$ cat src/rtl/alu_mul_seq.sv
// alu_mul_seq
// Sequencer that computes the low 32 bits of an unsigned 32x32 multiply by
// borrowing the CPU's shared ALU for shift-add steps (add = 3'b010,
// srl = 3'b101 returning Bdat>>1).
//
// Ports:
//   clk, rst             - rising-edge clock, synchronous active-high reset
//   start, a, b          - start request and operands (captured in IDLE)
//   alu_result, alu_zero - combinational result/zero flag of the shared ALU
//   alu_a, alu_b, alu_op - ALU operand/opcode requests (valid while busy)
//   busy                 - sequencer owns the ALU (ACC/DBL/SHR)
//   done                 - one-cycle pulse, product valid
//   product              - registered result, held until next start/reset
//
// Build option: define MUL_EARLY_EXIT_EN to leave the loop as soon as the
// shifted multiplier becomes zero (latency tracks the bit length of b).
module alu_mul_seq (
  input  logic        clk,
  input  logic        rst,
  input  logic        start,
  input  logic [31:0] a,
  input  logic [31:0] b,
  input  logic [31:0] alu_result,
  input  logic        alu_zero,
  output logic [31:0] alu_a,
  output logic [31:0] alu_b,
  output logic [2:0]  alu_op,
  output logic        busy,
  output logic        done,
  output logic [31:0] product
);

  typedef enum logic [2:0] {
    S_IDLE,
    S_ACC,
    S_DBL,
    S_SHR,
    S_DONE
  } state_e;

  localparam logic [2:0] OP_ADD = 3'b010;
  localparam logic [2:0] OP_SRL = 3'b101;
  localparam logic [2:0] OP_NOP = 3'b000;

  state_e      state_q, state_d;
  logic [31:0] acc_q, acc_d;
  logic [31:0] mcand_q, mcand_d;
  logic [31:0] mplier_q, mplier_d;
  logic [4:0]  cnt_q, cnt_d;
  logic [31:0] product_q, product_d;
  logic        exit_early;

`ifdef MUL_EARLY_EXIT_EN
  // In SHR the ALU result is the shifted multiplier; zero means no set bits
  // remain, so further iterations cannot change acc.
  assign exit_early = alu_zero;
`else
  logic unused_alu_zero;
  assign unused_alu_zero = alu_zero;
  assign exit_early      = 1'b0;
`endif

  always_comb begin
    state_d   = state_q;
    acc_d     = acc_q;
    mcand_d   = mcand_q;
    mplier_d  = mplier_q;
    cnt_d     = cnt_q;
    product_d = product_q;
    alu_op    = OP_NOP;
    alu_a     = '0;
    alu_b     = '0;

    unique case (state_q)
      S_IDLE: begin
        if (start) begin
          acc_d    = '0;
          mcand_d  = a;
          mplier_d = b;
          cnt_d    = '0;
          state_d  = b[0] ? S_ACC : S_DBL;
        end
      end
      S_ACC: begin
        alu_op  = OP_ADD;
        alu_a   = acc_q;
        alu_b   = mcand_q;
        acc_d   = alu_result;
        state_d = S_DBL;
      end
      S_DBL: begin
        alu_op  = OP_ADD;
        alu_a   = mcand_q;
        alu_b   = mcand_q;
        mcand_d = alu_result;
        state_d = S_SHR;
      end
      S_SHR: begin
        alu_op   = OP_SRL;
        alu_a    = '0;
        alu_b    = mplier_q;
        mplier_d = alu_result;
        cnt_d    = cnt_q + 5'd1;
        if (cnt_q == 5'd31 || exit_early) begin
          // acc is final here; loading product on entry to DONE makes it
          // valid in the same cycle done pulses.
          product_d = acc_q;
          state_d   = S_DONE;
        end else begin
          state_d = alu_result[0] ? S_ACC : S_DBL;
        end
      end
      S_DONE: begin
        product_d = acc_q;
        state_d   = S_IDLE;
      end
      default: state_d = S_IDLE;
    endcase
  end

  always_ff @(posedge clk) begin
    if (rst) begin
      state_q   <= S_IDLE;
      acc_q     <= '0;
      mcand_q   <= '0;
      mplier_q  <= '0;
      cnt_q     <= '0;
      product_q <= '0;
    end else begin
      state_q   <= state_d;
      acc_q     <= acc_d;
      mcand_q   <= mcand_d;
      mplier_q  <= mplier_d;
      cnt_q     <= cnt_d;
      product_q <= product_d;
    end
  end

  assign busy    = (state_q == S_ACC) || (state_q == S_DBL) || (state_q == S_SHR);
  assign done    = (state_q == S_DONE);
  assign product = product_q;

endmodule

$ cat config.mk
export PLATFORM = sky130hd
export DESIGN_NAME = alu_mul_seq
export DESIGN_NICKNAME = d
export VERILOG_FILES = /design/src/rtl/alu_mul_seq.sv
export SDC_FILE = /design/constraint.sdc
export NUM_CORES = 1
export LEC_CHECK = 0
export CAP_MARGIN = 20
export CORE_ASPECT_RATIO = 0.5
export CORE_UTILIZATION = 40
export DETAILED_ROUTE_END_ITERATION = 12
export DONT_BUFFER_PORTS = 1
export GPL_TIMING_DRIVEN = 0
export HOLD_SLACK_MARGIN = 0.1
export PLACE_DENSITY_LB_ADDON = 0.1
export RECOVER_POWER = 50
export SLEW_MARGIN = 20
export SYNTH_ARGS = -nofsm -noshare
export SYNTH_HDL_FRONTEND = slang
export SYNTH_SLANG_ARGS = --single-unit
$ cat constraint.sdc
create_clock -name clk -period 1.5 [get_ports clk]
set_input_delay 0.3 -clock clk [delete_from_list [all_inputs] [get_ports clk]]
set_output_delay 0.3 -clock clk [all_outputs]
set_load 0.02 [all_outputs]
* Word-level counts from Yosys, hierarchy flattened
Cells that the tools add are included.
** Cells by class
- Add/subtract/negate cells :: 1
- Multiply operators :: 0
- Divide/modulo/power cells :: 0
- $lt $le $gt $ge :: 0
- Equal/unequal tests :: 7
- Shift-type cells :: 0
- Muxes and demuxes :: 18
- Bitwise operators :: 0
- Reduce and logical (&&, ||, !) cells :: 12
** Operators with widths (count)
- 32-bit one-hot mux with 2 select lines :: 6
- 32-bit 2-to-1 mux :: 4
- 3-bit one-hot mux with 4 select lines :: 1
- 5-bit one-hot mux with 2 select lines :: 1
- 2-bit AND reduction :: 4
- 2-bit nonzero test :: 4
- 3-bit by 2-bit equality test with 1-bit output, second input constant :: 2
- 3-bit 2-to-1 mux :: 2
- 3-bit one-hot mux with 2 select lines :: 1
- 5-bit by 1-bit adder with 5-bit output, second input constant :: 1
- 5-bit equality test, second input constant :: 1
- 5-bit 2-to-1 mux :: 1
- 2-bit 2-to-1 mux :: 2
- 2-bit != test, second input constant :: 2
- 3-bit by 1-bit equality test with 1-bit output, second input constant :: 1
- 3-bit equality test, second input constant :: 1
- 3-bit logical NOT :: 1
- 1-bit logical OR :: 2
- 2-bit OR reduction :: 1
** Storage, ports and cells
- Register bits :: 136
- Latch bits :: 0
- Bits in writable memories :: 0
- Memory bits (read-only) :: 0
- Input bits :: 100
- Logic and storage cells :: 44
- Memories kept :: 0

* Longest topological paths before layout
- Depth after elaboration :: 3
- Gate-level depth with buffers :: 7
- Depth with buffers taken out :: 5

* Worst setup path before layout
Ideal clock, no wire load.
- Kind :: register -> register
- Start point :: register cnt_q[0]
- End point :: register product_q[10] (netlist: product[10])
- Arrival :: 1.602 ns
- Data required time :: 1.428 ns
- Setup slack :: -0.174 ns
- Stages on the path, launching flop included :: 7
- Period minus slack after synthesis :: 1.674 ns
- Path through :: dfxtp_1 ha_1 and3_1 ha_1 a22oi_2 buf_6 mux2i_1
** Between the ends
- Word-level cells in the longest chain between the ends :: 3
** Ends and longest elaborated chain
- from (decl) :: line 49 : logic [4:0] cnt_q, cnt_d;
- from (signal assigned) :: line 134 : cnt_q <= cnt_d;
- 5-bit equality test :: line 104 : if (cnt_q == 5'd31 || exit_early) begin
- 2-bit != test (no line)
- 2-bit AND reduction (no line)
- to (signal assigned) :: line 135 : product_q <= product_d;
- to (decl) :: line 50 : logic [31:0] product_q, product_d;
Every way passes these cells.
A chain may end at the register's enable or synchronous reset.

* Final worst setup path
- Start point :: register state_q[1]
- End point :: output alu_a[5]
** Between the ends
- Word-level cells in the longest chain between the ends :: 2
- Elaborated cells on any way between the ends :: 3
- Classes of those cells :: eq/ne (2); mux (1)
** Ends and longest elaborated chain
- from (decl) :: line 45 : state_e state_q, state_d;
- from (signal assigned) :: line 130 : state_q <= state_d;
- 3-bit by 2-bit equality test with 1-bit output or 3-bit by 1-bit equality test with 1-bit output (tied branches) :: line 74 : unique case (state_q)
- 32-bit one-hot mux with 2 select lines (*) :: line 74
- to (decl) :: line 25 : output logic [31:0] alu_a,
Mark *: on every way between the ends. The rest lies on a longest branch, timed or not.

==> out/qor.tcl <==
set qor(detail_route.vias_per_cell) 5.92
set qor(synth-async-reset-ratio_pct) 0
set qor(grt_pass1_vias) 6577
set qor(floorplan.initialDensity_pct) 41.2
set qor(power.density_nw_per_um2) 1130
set qor(ys_warns) 0
set qor(grt_setup_unrepaired) {yes}
set qor(finalSetupTns_ns) -59.29
set qor(syn_avg_cell_area_sq_um) 9.14
set qor(critical-path-max-stage-delay_ns) 0.36
set qor(drc) 0
set qor(cp-end-kind) {primary output}
set qor(result_of_the_run) {complete, but fails checks}
set qor(die-width_um) 186
set qor(final_cell_mix) {131 x dfxtp_1, 97 x nand2_1, 65 x nand2b_1}
set qor(yosys.area_share.simple_pct) 16.4
set qor(via_count) 6662
set qor(synthesis.instances) 742
set qor(tightestPinTransition_ns) 0.911
set qor(global_route.usage.total_pct) 32.2
set qor(worst-path-max-fanout) 7
set qor(pin_count_of_the_biggest_net_entering_global_routing) 17
set qor(synth-compound-area-share_pct) 26.4
set qor(final_period_minus_worst_setup_slack_ns) 2.09
set qor(cp_common_cell) {buf_12}
set qor(cts_buffers) 17
set qor(total_leakage_power_nw) 4.24
set qor(insertion_delay_ns) 0.43
set qor(preCtsSetupSlack_ns) -0.409
set qor(min_delay_path_depth) 2
set qor(fraction_of_layout_cells_with_a_size_suffix_above_1_pct) 34.1
set qor(final.setup_skew_ns) 0.00884
set qor(post_synth_fa_ha_maj_area_fraction_pct) 0.554
set qor(synth_seq_area_share_pct) 40.2
set qor(relSlewSlack_pct) 39.3
set qor(max_slew_vio_count) 0
set qor(layout_setup_ws_ns) -0.594
set qor(worst_r2r_path_depth) 8
set qor(dpl_cell_area_sq_um) 7670
set qor(layout.cells.most_common) {dfxtp_1}
set qor(io_pins) 201
set qor(timing.critical_path.arrival_ns) 1.79
set qor(dominant_combinational_cell_family_by_area_after_synthesis) {compound AO/OA/AOI/OAI gates}
set qor(avgRoutedWirePerCell_um) 25.1
set qor(detailedRoute.firstIterationViolations) 483
set qor(path_cells) {buf_8 -> nor3b_4 -> buf_6 -> buf_12 -> buf_12 -> a22o_4}
set qor(yosys.area_share.xor_xnor_pct) 0.129
set qor(max_cap_violations) 0
set qor(clock_tree_from_tritoncts) {done}
set qor(global_route.overflow_total) 0
set qor(ws_path_type) {flop to primary output}
set qor(multi_input_logic_area_sq_um) 4520
set qor(num_antenna_cells) 0
set qor(min_period_over_period_pct) 140
set qor(final_core_util_pct) 64.0
set qor(cts_max_path_buffers) 2
set qor(timing.hold.ws_ns) 0.120
set qor(totalWireLength_mm) 28.3
set qor(gp_routability_congestion) 0.891
set qor(firstDrtPassIters) 5
set qor(area_overhead_vs_synth_pct) 55.5
set qor(drtAntennaViolNets) 0
set qor(place.detailed.hpwl_mm) 18.0
set qor(failed_checks) {setup timing}
set qor(synth_ff_type) {dfxtp_1}
set qor(path_clk_slew_ns) 0.06
set qor(mappedNetlistNets) 845
set qor(clock.fmax_mhz) 477
set qor(synth-edff-count) 0
set qor(core.rowCount) 33
set qor(crit_slowest_cell) {dfxtp_4}
set qor(hold_violations) 0
set qor(required_ns) 1.20
set qor(grt_first_pass_wirelength_mm) 41.0
set qor(synth.area.mux_share_pct) 9.45
set qor(min_path_type) {input pin to flop}
set qor(htree_num_levels) 4
set qor(antenna_found_initial) 0
set qor(core_area_sq_um) 16500
set qor(clock-sinks) 136
set qor(fillers) 1314
set qor(synth_cell_types) 39
set qor(clockRootBuffer) {clkbuf_16}
set qor(fp.dieArea_sq_um) 17500
set qor(die_height_um) 94.1
set qor(yosys_register_bits) 136
set qor(num-nets-final) 989
set qor(area.sequential_sq_um) 2730
set qor(synth.cell_area_sq_um) 6780
set qor(setup_viol) 172
set qor(stdcell_area_sq_um) 10500
set qor(ir_drop_uv) 908
set qor(crit_path_start_kind) {flop}
set qor(io_buffers) 0
critical path, delay by kind of cell, from the launching register on:
family                 cells  cell delay, ns
buffers and inverters      4            0.58
flip-flops                 1            0.36
AND/OR/NAND/NOR            1            0.15
AO/OA/AOI/OAI              1            0.28
metal layers:
metal  vias to the layer above  routed length [um]  global-route usage, %
met5                         -                   0                      0
met4                         0                 376                   9.43
met3                        32                2850                   10.4
met2                       314               12600                   49.6
met1                      3302               12400                   42.9
li1                       3014                   -                      -
per-stage QoR:
| step | power (mW) | cells |
|---|---|---|
| final | 12.0 | 1126 |
| after global routing | 12.3 | 1126 |
| after CTS | 11.8 | 1119 |
| after detailed placement | 6.45 | 969 |
| after global placement | 6.41 | 969 |
| after floorplan | 5.90 | 742 |
registers in the layout, indices dropped and copies added, names as in the netlist:
signal / flops
state_q: 3
acc_q: 32
cnt_q: 5
mplier_q: 32
product: 32
mcand_q: 32
synthesized netlist by cell type (all sizes together), types with 2 or more instances:
| cell | n | area share, % |
|---|---|---|
| a211oi | 34 | 5.8 |
| a21oi | 67 | 4.9 |
| a22o | 64 | 8.3 |
| a311oi | 33 | 4.3 |
| and2 | 2 | 0.18 |
| buf | 46 | 5.0 |
| clkbuf | 34 | 1.9 |
| dfxtp | 136 | 40 |
| ha | 3 | 0.55 |
| mux2i | 64 | 9.4 |
| nand2 | 100 | 5.6 |
| nand2b | 65 | 6.0 |
| nand3 | 3 | 0.22 |
| nor2 | 8 | 0.44 |
| nor3 | 33 | 2.4 |
| nor3b | 3 | 0.41 |
| o21ai | 33 | 2.4 |
| or2 | 2 | 0.18 |
cell type report:
cell class	count	share of cell area, %
Multi-Input combinational cell	525	42.9
Clock buffer	19	4.20
Tap cell	227	2.69
Inverter	1	0.154
Sequential cell	136	25.9
Buffer	74	7.05
Clock inverter	13	1.46
Timing Repair Buffer	131	15.7
kinds of logic after synthesis:
| logic type | count (synthesis) |
|---|---|
| AO/OA/AOI/OAI | 236 |
| XOR/XNOR | 1 |
| adder cells (fa/ha/maj) | 3 |
| AND/OR/NAND/NOR | 221 |
| flip-flops | 136 |
| buffers and inverters | 81 |
| multiplexers | 64 |
worst paths after layout:
| kind | start | to | slack [ns] |
|---|---|---|---|
| worst max register to register | state_q[1] | mcand_q[5] | -0.39 |
| worst min-delay path | a[26] | mcand_q[26] | 0.12 |
| worst max-delay path | state_q[1] | alu_a[5] | -0.59 |
| worst min register to register | acc_q[27] | product[27] | 0.50 |
power by group:
group	leakage [nW]	internal [mW]	switching, mW
combinational	2.84	1.67	1.74
clock	0.285	2.64	1.72
sequential	1.12	3.89	0.293
total	4.24	8.21	3.76
timing repair:
item | 4_1_cts | 5_1_grt
hold endpoints to repair | 66 | 1
hold buffers | 63 | 1
gates cloned | 13 | 4
setup buffers | 44 | 14
endpoints found under the setup margin | 195 | 202
resized for setup | 149 | 70
pin swaps | 29 | 48
(Power assumes the default switching activity.)
